===== src/rtl/rv_boot_pkg.sv =====
// rv_boot_pkg
// Shared definitions for the boot/run sequencer: FSM state encoding,
// host command header codes and load-target encoding.
package rv_boot_pkg;

    typedef enum logic [2:0] {
        ST_IDLE  = 3'd0,
        ST_ADDR  = 3'd1,
        ST_COUNT = 3'd2,
        ST_DATA  = 3'd3,
        ST_WRITE = 3'd4,
        ST_RUN   = 3'd5,
        ST_STOP  = 3'd6
    } boot_state_t;

    localparam logic [7:0] CMD_IMEM = 8'h01;
    localparam logic [7:0] CMD_DMEM = 8'h02;
    localparam logic [7:0] CMD_RUN  = 8'h03;

    // Load target selected by the frame header.
    localparam logic TGT_IMEM = 1'b0;
    localparam logic TGT_DMEM = 1'b1;

endpackage


===== src/rtl/rv_boot_word_asm.sv =====
// rv_boot_word_asm
// Byte-to-word assembler. Bytes arrive little-endian (first byte ends up in
// bits 7:0), so each accepted byte enters at the top and the word shifts down.
// Ports:
//   clk, rst        clock, asynchronous active-low reset
//   clear           restart byte counting (start of a new frame payload)
//   byte_valid      accept byte_data this cycle
//   byte_data       incoming byte
//   word            assembled 32-bit word
//   last_byte       the next accepted byte completes the word
//   word_valid      one-cycle pulse the cycle after the 4th byte is taken
module rv_boot_word_asm (
    input  logic        clk,
    input  logic        rst,
    input  logic        clear,
    input  logic        byte_valid,
    input  logic [7:0]  byte_data,
    output logic [31:0] word,
    output logic        last_byte,
    output logic        word_valid
);

    logic [31:0] word_reg;
    logic [31:0] word_next;
    logic [1:0]  byte_cnt_reg;
    logic        word_valid_reg;

    // Each byte lane takes the lane above it; the newest byte enters lane 3.
    genvar gi;
    generate
        for (gi = 0; gi < 3; gi++) begin : g_lane
            assign word_next[gi*8 +: 8] = word_reg[(gi+1)*8 +: 8];
        end
    endgenerate
    assign word_next[31:24] = byte_data;

    always_ff @(posedge clk or negedge rst) begin
        if (!rst) begin
            word_reg       <= '0;
            byte_cnt_reg   <= '0;
            word_valid_reg <= 1'b0;
        end else begin
            word_valid_reg <= byte_valid && (byte_cnt_reg == 2'd3);
            if (clear) begin
                byte_cnt_reg <= '0;
            end else if (byte_valid) begin
                word_reg     <= word_next;
                byte_cnt_reg <= byte_cnt_reg + 2'd1;
            end
        end
    end

    assign word       = word_reg;
    assign last_byte  = (byte_cnt_reg == 2'd3);
    assign word_valid = word_valid_reg;

endmodule


===== src/rtl/rv_boot_ctrl.sv =====
// rv_boot_ctrl
// Boot and run sequencer for the pipelined RV core. A host byte stream loads
// IMEM/DMEM while the core is held in reset, then a RUN command releases the
// core until it raises done or a cycle limit expires.
// Ports:
//   clk, rst            clock, asynchronous active-low reset
//   host_valid/data     host byte stream, host_ready = controller accepts
//   mem_sel             1 = controller owns memory write ports, 0 = core
//   ld_imem_we/dmem_we  load write strobes (only in WRITE)
//   ld_addr, ld_wdata   load byte address and word
//   core_rst_n          active-low reset to the core
//   core_done           done flag from the core wrapper
//   run_done            sticky, last run ended by core_done
//   run_timeout         sticky, last run ended by the cycle limit
//   proto_err           sticky, bad header or out-of-range write
//   cycle_count         core cycles of the last/current run
module rv_boot_ctrl
    import rv_boot_pkg::*;
#(
    parameter int IMEM_WORDS = 64,
    parameter int DMEM_WORDS = 64,
    parameter int TIMEOUT    = 10000
) (
    input  logic        clk,
    input  logic        rst,
    input  logic        host_valid,
    input  logic [7:0]  host_data,
    output logic        host_ready,
    output logic        mem_sel,
    output logic        ld_imem_we,
    output logic        ld_dmem_we,
    output logic [31:0] ld_addr,
    output logic [31:0] ld_wdata,
    output logic        core_rst_n,
    input  logic        core_done,
    output logic        run_done,
    output logic        run_timeout,
    output logic        proto_err,
    output logic [31:0] cycle_count
);

    localparam logic [31:0] IMEM_DEPTH = 32'(IMEM_WORDS);
    localparam logic [31:0] DMEM_DEPTH = 32'(DMEM_WORDS);
    localparam logic [31:0] TIMEOUT_W  = 32'(TIMEOUT);

    boot_state_t state_reg, state_next;
    logic        target_reg, target_next;
    logic [7:0]  index_reg, index_next;
    logic [7:0]  count_reg, count_next;
    logic        ready_en_reg;
    logic        proto_err_reg, proto_err_next;
    logic        run_done_reg, run_done_next;
    logic        run_timeout_reg, run_timeout_next;
    logic [31:0] cycle_count_reg, cycle_count_next;

    logic        accept;
    logic        in_range;
    logic [31:0] cycle_inc;
    logic [31:0] asm_word;
    logic        asm_last;
    logic        asm_word_valid;

    assign accept = host_valid && host_ready;

    rv_boot_word_asm u_word_asm (
        .clk        (clk),
        .rst        (rst),
        .clear      (state_reg == ST_COUNT),
        .byte_valid (accept && (state_reg == ST_DATA)),
        .byte_data  (host_data),
        .word       (asm_word),
        .last_byte  (asm_last),
        .word_valid (asm_word_valid)
    );

    // Depth check on the zero-extended index, so wrapped indices are checked too.
    assign in_range = (target_reg == TGT_IMEM) ? ({24'd0, index_reg} < IMEM_DEPTH)
                                               : ({24'd0, index_reg} < DMEM_DEPTH);

    // Saturating run-cycle increment.
    assign cycle_inc = (cycle_count_reg == 32'hFFFF_FFFF) ? cycle_count_reg
                                                          : cycle_count_reg + 32'd1;

    // State and datapath registers.
    always_ff @(posedge clk or negedge rst) begin
        if (!rst) begin
            state_reg       <= ST_IDLE;
            target_reg      <= TGT_IMEM;
            index_reg       <= '0;
            count_reg       <= '0;
            ready_en_reg    <= 1'b0;
            proto_err_reg   <= 1'b0;
            run_done_reg    <= 1'b0;
            run_timeout_reg <= 1'b0;
            cycle_count_reg <= '0;
        end else begin
            state_reg       <= state_next;
            target_reg      <= target_next;
            index_reg       <= index_next;
            count_reg       <= count_next;
            ready_en_reg    <= 1'b1;
            proto_err_reg   <= proto_err_next;
            run_done_reg    <= run_done_next;
            run_timeout_reg <= run_timeout_next;
            cycle_count_reg <= cycle_count_next;
        end
    end

    // Next-state and datapath update.
    always_comb begin
        state_next       = state_reg;
        target_next      = target_reg;
        index_next       = index_reg;
        count_next       = count_reg;
        proto_err_next   = proto_err_reg;
        run_done_next    = run_done_reg;
        run_timeout_next = run_timeout_reg;
        cycle_count_next = cycle_count_reg;

        case (state_reg)
            ST_IDLE: begin
                if (accept) begin
                    case (host_data)
                        CMD_IMEM: begin
                            target_next = TGT_IMEM;
                            state_next  = ST_ADDR;
                        end
                        CMD_DMEM: begin
                            target_next = TGT_DMEM;
                            state_next  = ST_ADDR;
                        end
                        CMD_RUN: begin
                            run_done_next    = 1'b0;
                            run_timeout_next = 1'b0;
                            cycle_count_next = '0;
                            state_next       = ST_RUN;
                        end
                        default: proto_err_next = 1'b1;
                    endcase
                end
            end
            ST_ADDR: begin
                if (accept) begin
                    index_next = host_data;
                    state_next = ST_COUNT;
                end
            end
            ST_COUNT: begin
                if (accept) begin
                    if (host_data == 8'd0) begin
                        state_next = ST_IDLE;
                    end else begin
                        count_next = host_data;
                        state_next = ST_DATA;
                    end
                end
            end
            ST_DATA: begin
                if (accept && asm_last) begin
                    state_next = ST_WRITE;
                end
            end
            ST_WRITE: begin
                if (!in_range) begin
                    proto_err_next = 1'b1;
                end
                index_next = index_reg + 8'd1;
                count_next = count_reg - 8'd1;
                state_next = (count_reg == 8'd1) ? ST_IDLE : ST_DATA;
            end
            ST_RUN: begin
                cycle_count_next = cycle_inc;
                // core_done takes priority over a coincident timeout.
                if (core_done) begin
                    run_done_next = 1'b1;
                    state_next    = ST_STOP;
                end else if (cycle_inc >= TIMEOUT_W) begin
                    run_timeout_next = 1'b1;
                    state_next       = ST_STOP;
                end
            end
            ST_STOP: begin
                state_next = ST_IDLE;
            end
            default: begin
                state_next = ST_IDLE;
            end
        endcase
    end

    // Outputs decoded from the registered state.
    always_comb begin
        host_ready = 1'b0;
        mem_sel    = 1'b1;
        core_rst_n = 1'b0;
        ld_imem_we = 1'b0;
        ld_dmem_we = 1'b0;
        ld_addr    = '0;
        ld_wdata   = '0;

        case (state_reg)
            ST_IDLE, ST_ADDR, ST_COUNT, ST_DATA: begin
                host_ready = ready_en_reg;
            end
            ST_WRITE: begin
                ld_imem_we = asm_word_valid && in_range && (target_reg == TGT_IMEM);
                ld_dmem_we = asm_word_valid && in_range && (target_reg == TGT_DMEM);
                ld_addr    = {22'd0, index_reg, 2'b00};
                ld_wdata   = asm_word;
            end
            ST_RUN: begin
                mem_sel    = 1'b0;
                core_rst_n = 1'b1;
            end
            default: begin
            end
        endcase
    end

    assign run_done    = run_done_reg;
    assign run_timeout = run_timeout_reg;
    assign proto_err   = proto_err_reg;
    assign cycle_count = cycle_count_reg;

endmodule


===== config.mk =====
export PLATFORM = sky130hd
export DESIGN_NAME = rv_boot_ctrl
export DESIGN_NICKNAME = d
export VERILOG_FILES = /design/src/rtl/rv_boot_pkg.sv /design/src/rtl/rv_boot_word_asm.sv /design/src/rtl/rv_boot_ctrl.sv
export SDC_FILE = /design/constraint.sdc
export NUM_CORES = 1
export LEC_CHECK = 0
export CAP_MARGIN = 20
export CORE_ASPECT_RATIO = 0.6
export CORE_MARGIN = 1
export CORE_UTILIZATION = 50
export DETAILED_ROUTE_END_ITERATION = 6
export HOLD_SLACK_MARGIN = 0.08
export PLACE_DENSITY_LB_ADDON = 0.12
export SLEW_MARGIN = 5
export SYNTH_ARGS = -nofsm -noshare
export SYNTH_HDL_FRONTEND = slang
export SYNTH_SLANG_ARGS = --single-unit

===== constraint.sdc =====
create_clock -name clk -period 3.3 [get_ports clk]
set_input_delay 0.33 -clock clk [delete_from_list [all_inputs] [get_ports clk]]
set_output_delay 0.33 -clock clk [all_outputs]
set_load 0.05 [all_outputs]

==> impl_metrics.tcl <==
set metrics [dict create \
    status "complete, but fails checks" \
    violations "design-rule violations" \
    drt_iter0_markers 539 \
    min_path_type "flip-flop to flip-flop" \
    worstPathCellList "and4_1, nand2_1, a311oi_2, xor2_1, a211oi_1, o211ai_2, nor4_2, o22a_1" \
    htree_levels 3 \
    cts_buffers 9 \
    critPathMaxStageDelay_ns 0.55 \
    worst-r2r-setup-slack_ns 0.25 \
    gp_congestion 0.954 \
    start_util 0.522 \
    synthFlopType "dfrtp_1" \
    r2r_end "state_reg[0]$_DFFE_PN0P_" \
    synthCells 633 \
    min_to "proto_err$_DFFE_PN0P_" \
    nets 739 \
    yosysUniqueCellTypes 70 \
    period_share 0.923 \
    dp_hpwl_mm 12.3 \
    postCtsSetupBuffers 0 \
    synth-seq-cells 91 \
    area_growth_pct 23.9 \
    netlist_top_cells_count "91 x dfrtp_1, 65 x o21ai_0, 52 x nor2_1, 49 x and3_1, 47 x nand2_1" \
    path_max_fanout 10 \
    grt_pass1_vias 4851 \
    worstHoldStart "proto_err$_DFFE_PN0P_" \
    viasPerCell 6.26 \
    synth_area_sq_um 5610 \
    async_flop_share 1.00 \
    synth_top_area_frac 0.406 \
    yosysMostFrequentCell "dfrtp_1" \
    clkTransAtPathRegs_ns 0.07 \
    ant_nets 0 \
    vdd_drop_max_uv 485 \
    fin_setup_tns_ns 0 \
    startpoint_type "flip-flop" \
    io_buffers 91 \
    vias 5424 \
    synth_edf_count 0 \
    ios 116 \
    cp-end-kind "flip-flop" \
    synth_area_leader_cell "dfrtp_1" \
    power_w 0.00594 \
    tightest_slew_ns 0.630 \
    drcViolationCount 15 \
    rows 29 \
    grt_max_degree 46 \
    r2r-start "cycle_count[4]$_DFFE_PN0P_" \
    clk_latency_ns 0.35 \
    reg2reg_depth 8 \
    numClockSinks 91 \
    routed_wl_mm 17.2 \
    drive_gt1_frac 0.180 \
    n_antenna_cell 0 \
    synthTopCellsByArea "dfrtp_1 41%, mux2_2 6.8%, o21ai_0 5.8%" \
    core_area_sq_um 10700 \
    cts_root_buf "clkbuf_16" \
    die_area_sq_um 11700 \
    p_per_area_nw_per_um2 855 \
    critPathLaunch "cycle_count[4]$_DFFE_PN0P_" \
    antenna_found_initial 0 \
    hold_viol 0 \
    slew_headroom 0.574 \
    yosysSeqAreaShare 0.406 \
    firstDrtPassIters 7 \
    wl_per_cell_um 19.8 \
    rsz0062_at_grt "false" \
    total_leakage_power_nw 3.12 \
    grt-ovfl-total 0 \
    fmax_mhz 328 \
    maxCapViolCount 0 \
    die_w_um 139 \
    fin_skew_ns 0.00781 \
    cts.path.max_buffers 2 \
    grt_pass1_wl_mm 27.3 \
    whs_path_depth 1 \
    synth_area_per_cell_sq_um 8.86 \
    crit_arrival_ns 3.33 \
    chipHeight_um 84.0 \
    cts_tree "yes" \
    crit_path_top_delay_cell "a311oi_2" \
    grt_use_total 0.305 \
    setup_violations 0 \
    crit_required_ns 3.59 \
    drv_slew 0 \
    yosysWarnings 0 \
    layout_min_cycle_time_ns 3.05 \
    setup.worst_path.class "flip-flop to flip-flop" \
]
## worst max path at each step
stage,to,slack (ns),cells past startpoint
3_5_place_dp,state_reg[0]$_DFFE_PN0P_,0.32,8
4_1_cts,state_reg[0]$_DFFE_PN0P_,0.26,8
5_1_grt,state_reg[0]$_DFFE_PN0P_,0.11,8
3_3_place_gp,state_reg[0]$_DFFE_PN0P_,0.26,8
2_1_floorplan,u_word_asm.word[24]$_DFFE_PN0P_,0.46,7
6_report,state_reg[0]$_DFFE_PN0P_,0.25,8
## cells by family after synthesis
family          count (synthesis)  synth area share
compound gates                163             0.183
xor+xnor                       11            0.0172
fa+ha+maj                       5            0.0112
buf+inv                        80            0.0752
flops                          91             0.406
mux                            38            0.0754
other cells                     2           0.00134
simple gates                  243             0.231
## report_power, final
group	leakage [nW]	internal [W]	switching, W	total [W]
sequential	1.08	0.00154	0.000587	0.00212
clock	0.144	0.000595	0.000476	0.00107
combinational	1.90	0.000976	0.00177	0.00274
total	3.12	0.00311	0.00283	0.00594
## per-stage QoR
stage | std cells | utilization | worst slack, ns | instance area [sq um] | hold WS [ns]
6_report | 866 | 0.647 | 0.253 | 6950 | 0.484
2_1_floorplan | 656 | - | 0.463 | 5690 | 0.0344
3_3_place_gp | 849 | 0.618 | 0.260 | 6630 | 0.369
4_1_cts | 866 | 0.646 | 0.265 | 6940 | 0.487
5_1_grt | 866 | 0.647 | 0.108 | 6950 | 0.498
3_5_place_dp | 849 | 0.618 | 0.317 | 6630 | 0.379
## repair_timing
action / in CTS / in global routing
hold buffers: 1 / 0
hold endpoints to repair: 43 / 0
endpoints found under the setup margin: 0 / 2
resized for setup: 0 / 1
## critical path, delay by kind of cell (launching register included)
| family | cells | cell delay (ns) |
|---|---|---|
| flops | 1 | 0.52 |
| compound gates | 4 | 1.35 |
| xor+xnor | 1 | 0.14 |
| simple gates | 3 | 0.96 |
## cell type report
cell class	count	area (sq um)
clock inverter	6	68.8
sequential	91	2280
tap	139	174
timing repair buffer	121	1140
inverter	14	52.6
clock buffer	10	229
fill	917	3790
multi-input combinational	485	3000
## placed cells by master (no fill, tap or decap), types with 26 or more instances in the layout
master,n
a21oi_1,32
and3_1,49
buf_4,59
clkdlybuf4s50_1,53
dfrtp_1,91
mux2_2,34
nand2_1,47
nand3_1,26
nor2_1,52
o21ai_0,65
## routing by layer
metal	share of wire	vias to the layer above	track usage
met1	0.50	2635	0.483
met3	0.13	15	0.115
met2	0.37	313	0.374
li1	-	2461	-
met5	0	-	0
met4	0.010	0	0.0697
Note: power is estimated with default switching activity, not from simulation.
